## src/rtl/pa_cpu.sv

```systemverilog
// Shared CPU package: interrupt count, service-state encoding and vector encoding.
package pa_cpu;
    localparam int NBR_IRQS  = 8;
    localparam int VEC_SHIFT = 1;

    typedef enum logic {ST_IDLE, ST_VECTORED} irq_state_t;

    // The sequencer dispatches on even vectors, so the index is scaled by 2.
    function automatic logic [NBR_IRQS-1:0] enc_vector(input logic [2:0] idx);
        return NBR_IRQS'(idx) << VEC_SHIFT;
    endfunction
endpackage

```

## src/rtl/irq_controller_if.sv

```systemverilog
// Bus between the microcode sequencer (master) and the interrupt controller (slave).
interface irq_controller_if;
    import pa_cpu::*;

    logic [NBR_IRQS-1:0] irq_in;
    logic [7:0]          z_bus;
    logic                ctrl_irq_masks_wrt;
    logic                ctrl_int_vector_wrt;
    logic                ctrl_int_ack;
    logic                ctrl_clear_all_ints;
    logic                int_pending;
    logic [7:0]          int_vector;
    logic [NBR_IRQS-1:0] irq_masks;
    logic [NBR_IRQS-1:0] irq_status;

    modport master (
        output irq_in, z_bus, ctrl_irq_masks_wrt, ctrl_int_vector_wrt,
               ctrl_int_ack, ctrl_clear_all_ints,
        input  int_pending, int_vector, irq_masks, irq_status
    );

    modport slave (
        input  irq_in, z_bus, ctrl_irq_masks_wrt, ctrl_int_vector_wrt,
               ctrl_int_ack, ctrl_clear_all_ints,
        output int_pending, int_vector, irq_masks, irq_status
    );
endinterface

```

## src/rtl/irq_controller_edge_detect.sv

```systemverilog
// Per-line conditioning and rising-edge detection for the interrupt request lines.
// Macro IRQ_CTRL_SYNC_EN selects a two-flop synchronizer; otherwise one register stage.
module irq_edge_detect
    import pa_cpu::*;
(
    input  logic                clk,
    input  logic                _rst,
    input  logic [NBR_IRQS-1:0] irq_in,
    output logic [NBR_IRQS-1:0] rise
);
    logic [NBR_IRQS-1:0] s2, s3;

`ifdef IRQ_CTRL_SYNC_EN
    logic [NBR_IRQS-1:0] s1;

    always_ff @(posedge clk) begin
        if (!_rst) begin
            s1 <= '0;
            s2 <= '0;
            s3 <= '0;
        end else begin
            s1 <= irq_in;
            s2 <= s1;
            s3 <= s2;
        end
    end
`else
    always_ff @(posedge clk) begin
        if (!_rst) begin
            s2 <= '0;
            s3 <= '0;
        end else begin
            s2 <= irq_in;
            s3 <= s2;
        end
    end
`endif

    // Zeroed flops mean a line held high through reset yields one edge after release.
    assign rise = s2 & ~s3;
endmodule

```

## src/rtl/irq_controller.sv

```systemverilog
// Interrupt controller: edge-latched pending bits, software mask, fixed priority
// (bit 0 highest) and a two-state vector/ack service handshake with the sequencer.
module irq_controller
    import pa_cpu::*;
(
    input  logic             clk,
    input  logic             _rst,
    irq_controller_if.slave  bus
);
    logic [NBR_IRQS-1:0] rise, pending, masks, active;
    logic [7:0]          vector;
    logic [2:0]          win_idx, svc_idx;
    logic                int_pend;
    irq_state_t          state;

    irq_edge_detect u_edge (
        .clk    (clk),
        ._rst   (_rst),
        .irq_in (bus.irq_in),
        .rise   (rise)
    );

    assign active = pending & masks;

    always_comb begin
        win_idx = '0;
        for (int i = NBR_IRQS - 1; i >= 0; i--)
            if (active[i]) win_idx = 3'(i);
    end

    wire vec_take = !bus.ctrl_int_vector_wrt && (|active);
    wire ack_take = bus.ctrl_int_ack && (state == ST_VECTORED);

    always_ff @(posedge clk) begin
        if (!_rst) begin
            pending  <= '0;
            masks    <= '0;
            vector   <= '0;
            int_pend <= 1'b0;
            state    <= ST_IDLE;
            svc_idx  <= '0;
        end else begin
            int_pend <= |active;
            if (!bus.ctrl_irq_masks_wrt) masks <= bus.z_bus;

            // Clear-all beats a new edge, which beats the ack of the serviced bit.
            for (int i = 0; i < NBR_IRQS; i++) begin
                if (bus.ctrl_clear_all_ints)            pending[i] <= 1'b0;
                else if (rise[i])                       pending[i] <= 1'b1;
                else if (ack_take && svc_idx == 3'(i))  pending[i] <= 1'b0;
            end

            if (vec_take) begin
                vector  <= enc_vector(win_idx);
                svc_idx <= win_idx;
            end

            if (bus.ctrl_clear_all_ints) state <= ST_IDLE;
            else if (vec_take)           state <= ST_VECTORED;
            else if (ack_take)           state <= ST_IDLE;
        end
    end

    assign bus.int_pending = int_pend;
    assign bus.int_vector  = vector;
    assign bus.irq_masks   = masks;
    assign bus.irq_status  = pending;
endmodule

```

## src/flat_wrapper.sv

```systemverilog
// flat-port wrapper written by rule: the top's interface ports become plain ports
module irq_controller_flat import pa_cpu::*;
  (clk, _rst, bus_irq_in, bus_z_bus, bus_ctrl_irq_masks_wrt, bus_ctrl_int_vector_wrt, bus_ctrl_int_ack, bus_ctrl_clear_all_ints, bus_int_pending, bus_int_vector, bus_irq_masks, bus_irq_status);
  irq_controller_if bus_i ();
  input  logic clk;
  input  logic _rst;
  input wire logic [$bits(bus_i.irq_in)-1:0] bus_irq_in;
  input wire logic [$bits(bus_i.z_bus)-1:0] bus_z_bus;
  input wire logic [$bits(bus_i.ctrl_irq_masks_wrt)-1:0] bus_ctrl_irq_masks_wrt;
  input wire logic [$bits(bus_i.ctrl_int_vector_wrt)-1:0] bus_ctrl_int_vector_wrt;
  input wire logic [$bits(bus_i.ctrl_int_ack)-1:0] bus_ctrl_int_ack;
  input wire logic [$bits(bus_i.ctrl_clear_all_ints)-1:0] bus_ctrl_clear_all_ints;
  output wire logic [$bits(bus_i.int_pending)-1:0] bus_int_pending;
  output wire logic [$bits(bus_i.int_vector)-1:0] bus_int_vector;
  output wire logic [$bits(bus_i.irq_masks)-1:0] bus_irq_masks;
  output wire logic [$bits(bus_i.irq_status)-1:0] bus_irq_status;
  assign bus_i.irq_in = bus_irq_in;
  assign bus_i.z_bus = bus_z_bus;
  assign bus_i.ctrl_irq_masks_wrt = bus_ctrl_irq_masks_wrt;
  assign bus_i.ctrl_int_vector_wrt = bus_ctrl_int_vector_wrt;
  assign bus_i.ctrl_int_ack = bus_ctrl_int_ack;
  assign bus_i.ctrl_clear_all_ints = bus_ctrl_clear_all_ints;
  assign bus_int_pending = bus_i.int_pending;
  assign bus_int_vector = bus_i.int_vector;
  assign bus_irq_masks = bus_i.irq_masks;
  assign bus_irq_status = bus_i.irq_status;
  irq_controller u_core (.clk(clk), ._rst(_rst), .bus(bus_i));
endmodule
```

## config.mk

```make
export PLATFORM = sky130hd
export DESIGN_NAME = irq_controller_flat
export DESIGN_NICKNAME = d
export VERILOG_FILES = /design/src/rtl/pa_cpu.sv /design/src/rtl/irq_controller_if.sv /design/src/rtl/irq_controller_edge_detect.sv /design/src/rtl/irq_controller.sv /design/src/flat_wrapper.sv
export SDC_FILE = /design/constraint.sdc
export NUM_CORES = 1
export LEC_CHECK = 0
export ABC_AREA = 1
export CORE_MARGIN = 5
export CORE_UTILIZATION = 41
export DETAILED_ROUTE_END_ITERATION = 8
export GPL_TIMING_DRIVEN = 1
export PLACE_DENSITY = 0.75
export SKIP_CTS_REPAIR_TIMING = 1
export SYNTH_ARGS = -nofsm -noshare
export SYNTH_HDL_FRONTEND = slang
export SYNTH_HIERARCHICAL = 1
export SYNTH_SLANG_ARGS = --single-unit
```

## constraint.sdc

```tcl
create_clock -name clk -period 1 [get_ports clk]
set_input_delay 0.2 -clock clk [delete_from_list [all_inputs] [get_ports clk]]
set_output_delay 0.2 -clock clk [all_outputs]
set_load 0.02 [all_outputs]
```

; ---- Word level (Yosys, flattened, before mapping)
; Index checks and enable logic that the tools add are counted.
[totals]
register_bits = 37
output_inout_bits = 25
wordCells = 74
[op_classes]
n_eq_ne = 7
mux = 26
bitwise_logic = 4
reduce_logical = 23
[op_table]
columns = operator, n
row1 = $mux 3, 8
row2 = $mux 1, 18
row3 = $reduce_bool 2->1, 9
row4 = $and 8x8->8, 2
row5 = $eq 3x3->1 const B, 4
row6 = $logic_and 1x1->1, 10
row7 = $not 8->8, 1
row8 = $reduce_or 8->1, 1
row9 = $eq 3x2->1 const B, 2
row10 = $eq 3x1->1 const B, 1
row11 = $logic_not 3->1, 1
row12 = $reduce_or 2->1, 1
row13 = $logic_not 1->1, 1
row14 = $not 1->1, 1

; ---- Logic depth before layout (Yosys ltp)
[depth]
ltp_word = 9
ltp_mapped = 10

; ---- Hierarchy
; The synthesis kept the hierarchy.
[by_module_without_submodules]
columns = mod, instances, cells_per_inst, area_each_um2, seq_area_each_um2
row1 = irq_controller, 1, 127, 942.2, 420.4
row2 = irq_edge_detect, 1, 66, 523.0, 320.3

; ---- Worst setup path before layout
; Ideal clock, no wire load.
[synth_timing]
kind = reg2reg
startpoint = register u_core.masks[4], in the netlist u_core/bus.irq_masks[4]
endpoint = register u_core.vector[2], in the netlist u_core/bus.int_vector[2]
t_arrival_ps = 1003
required_time_ps = 886
path_slack_ps = -117
stages_incl_launch_ff = 8
path_cell_list = dfxtp_1 nand2_2 nand4_1 nor2_2 nor2_2 nand2_1 o21ai_1 nor2_1
[synth_between]
elab_chain_len = 6
[synth_rtl]
columns = element, line
row1 = "start, declared", irq_controller.sv:10  ; logic [NBR_IRQS-1:0] rise, pending, masks, active;
row2 = "start signal, assigned", irq_controller.sv:44  ; if (!bus.ctrl_irq_masks_wrt) masks <= bus.z_bus;
row3 = $and 8x8->8 *, irq_controller.sv:23  ; assign active = pending & masks;
row4 = $mux 3 (5 in a row), irq_controller.sv:28  ; if (active[i]) win_idx = 3'(i);
row5 = "end signal, assigned", irq_controller.sv:54  ; vector <= enc_vector(win_idx);
row6 = "end, declared", irq_controller.sv:11  ; logic [7:0] vector;
; Every way passes the cells marked *; elsewhere a longest branch is shown, timed or not.
; A chain may end at the register's enable or synchronous reset.

; ---- Final worst setup path
[layout_timing]
startpoint = register u_core.pending[5], in the netlist u_core/bus.irq_status[5]
endpoint = register u_core.vector[2], in the netlist u_core/bus.int_vector[2]
[layout_between]
elab_chain_len = 7
[layout_rtl]
columns = element, line
row1 = "start, declared", irq_controller.sv:10
row2 = "start signal, assigned", irq_controller.sv:36  ; pending <= '0;
row3 = "start signal, assigned by index", irq_controller.sv:48  ; if (bus.ctrl_clear_all_ints) pending[i] <= 1'b0;
row4 = "start signal, assigned by index", irq_controller.sv:49  ; else if (rise[i]) pending[i] <= 1'b1;
row5 = $and 8x8->8 *, irq_controller.sv:23
row6 = $mux 3 (6 in a row), irq_controller.sv:28
; Marked as above.

==> reports/qor.txt <==
status: complete, but fails checks
failing checks: negative setup slack
vias in the first global route: 1186
most frequent cells in the layout: nand2_1, inv_1, nor2_1
Final #Nets: 270
Synth Cell Area: 1470 um2
CP max FO: 3
# diodes: 0
DRC violations left: 0
Lkg Pwr: 0.00107 uW
reg2reg path depth: 6
Seq/Total Area, Yosys: 50.6%
total power draw: 3110 uW
row count: 21
Max clock buf depth: 2
RSZ-0062 raised after global routing: yes
setup TNS: -1.03 ns
critical path type: flip-flop to flip-flop
crit-path cells: nand2_4, nand4_1, nor2_2, nor2_2, o21ai_1, nor2_1
largest net degree at the start of global routing: 26
DIE WIDTH: 69.8 um
post-placement cell count: 287
Pins Over Slew Limit: 0
Ports: 47
initial antenna violation count: 0
Final Core Density: 63.2%
Setup violations, final: 25
height of the die: 69.8 um
Final GP Congestion: 0.837
global-route wire length before repair: 5.18 mm
crit-path max cell delay: 0.38 ns
CP max stage cell: dfxtp_4
die area: 4870 um2
initial drt markers: 63
reg2reg start: u_core/bus.irq_status[5]$_SDFFE_PP0P_
drt wl/cell: 10.9 um
via count: 1292
CTS buffer count: 5
cell taking the most area after synthesis: dfxtp_1
Startpoint Class: flip-flop
Clock Latency Late Sink: 0.34 ns
CTS tree: built
initial core utilization: 43.2%
Routed Wire Length: 3.23 mm
clk slew on worst S/H paths: 0.11 ns
Layout Skew: 0.00685 ns
ANT nets after route: 0
vias per cell: 4.38
YS warnings: 6
fin crit period: 1.13 ns
Hold Path End: u_core/u_edge/s2[4]$_SDFF_PN0_
post-route insts no fill: 295
syn_area_per_cell: 7.59 um2
DP Wirelength: 2.47 mm
post-route setup slack: -0.132 ns
Critical Path Most Common Cell: nor2_2
max-cap check violation count: 0
capturing point of the worst reg2reg path: u_core/bus.int_vector[2]$_SDFFE_PN0P_
gr usage total: 13.5%
Core Box Area: 3390 um2
Area growth, synth to finish: 46.3%
Hold Path Depth: 3
root buffer cell: clkbuf_4
WP data arrival: 1.37 ns
worst endpoint required time: 1.23 ns
PwrDens: 1450 nW/um2
Min-Delay Path Class: input port to flip-flop
IO buf count: 41
family with the most delay on the worst path: simple AND/OR/NAND/NOR gates
htree depth: 2
top cell type's share of synthesized area: 50.6%
Post-Syn Instances: 193
Area contributors post-synth: dfxtp_1, nand2_1, inv_1
share of cells above drive strength 1: 31.7%
synthesized flop and latch total: 37
Hold Fails Final Rpt: 0
TritonRoute pass-1 iters: 4
VDD IR max: 806 uV
CP endpoint kind: flip-flop
Worst Hold Launch: bus_irq_in[4]
f_max: 0.884 GHz
R2R setup slack: -0.13 ns
Buf+Inv Stages, Crit Path: 0
# clock sinks: 37
number of distinct library cells after synthesis: 20
Tcrit/Tclk final: 113%
GR Overflow Total: 0
## cell type report
class                   count  area (um2)
well taps                  46        57.6
inverters                  36         138
multi-input cells         115         564
clock buffers               7        55.1
flip-flops and latches     37         777
repair buffers             53         522
clock inverters             1        30.0
fillers                   308        1250
## flip-flops by register name (all words and copies together) (netlist names)
name and flops:
u_core/bus.irq_masks 8, u_core/bus.irq_status 8, u_core/u_edge/s2 8, u_core/u_edge/s3 8, u_core/bus.int_vector 3, u_core/bus.int_pending 1, u_core/state 1
## where the power goes
part / internal, uW / leakage [uW] / switching (uW)
Clock: 597 / 0.0000455 / 464
Sequential: 1550 / 0.000314 / 58.0
Combinational: 225 / 0.000713 / 218
## stage by stage
stage	area (um2)	worst slack, ns	hold WS, ns
4_1_cts	2060	-0.560	0.363
6_report	2140	-0.132	0.375
5_1_grt	2140	-0.199	0.345
2_1_floorplan	1500	-0.0267	0.293
3_3_place_gp	1980	-0.361	0.409
3_5_place_dp	1980	-0.408	0.418
## worst max path at each step
stage,cells past startpoint,slack [ns],start,end
6_report,6,-0.13,u_core/bus.irq_status[5]$_SDFFE_PP0P_,u_core/bus.int_vector[2]$_SDFFE_PN0P_
5_1_grt,6,-0.20,u_core/bus.irq_status[5]$_SDFFE_PP0P_,u_core/bus.int_vector[2]$_SDFFE_PN0P_
4_1_cts,1,-0.56,u_core/bus.irq_status[3]$_SDFFE_PP0P_,bus_irq_status[3]
3_5_place_dp,4,-0.41,_rst,u_core/bus.irq_status[3]$_SDFFE_PP0P_
3_3_place_gp,4,-0.36,_rst,u_core/bus.irq_status[3]$_SDFFE_PP0P_
2_1_floorplan,7,-0.03,u_core/bus.irq_masks[4]$_SDFFE_PN0N_,u_core/bus.int_vector[2]$_SDFFE_PN0P_
## worst reg2reg max path, delay by kind of cell (launching register included)
kind | cells | cell delay [ns]
simple gates | 5 | 0.51
flops | 1 | 0.38
compound gates | 1 | 0.14
## kinds of logic (layout without fill, tap and decap cells)
family | after synthesis | after routing | synth area share (%)
flip-flops | 37 | 37 | 50.6
AO/OA/AOI/OAI | 30 | 30 | 11.3
AND/OR/NAND/NOR | 80 | 80 | 22.9
other | 1 | 5 | 0.256
buffers and inverters | 45 | 97 | 15.0
## metal layers
| layer | vias up | wire length [um] | track usage, % |
|---|---|---|---|
| met1 | 564 | 1330 | 14.8 |
| met2 | 43 | 1600 | 22.7 |
| met4 | 0 | 22 | 5.11 |
| met3 | 2 | 271 | 6.23 |
| met5 | - | 0 | 0 |
| li1 | 683 | - | - |
## synth_stat cells
cell type  instances
nor2_1            31
o21ai_1            2
a21oi_1           12
nand2_1           37
dfxtp_1           37
conb_1             1
nand2_2            6
nor2_2             2
buf_6              4
inv_1             35
nand4_1            1
inv_4              1
nand4_2            1
or2_0              1
buf_4              5
o21ai_0           10
nand3_1            1
o31ai_1            4
o21bai_1           1
a211oi_1           1
No activity file was read; power rests on OpenSTA's default activity.
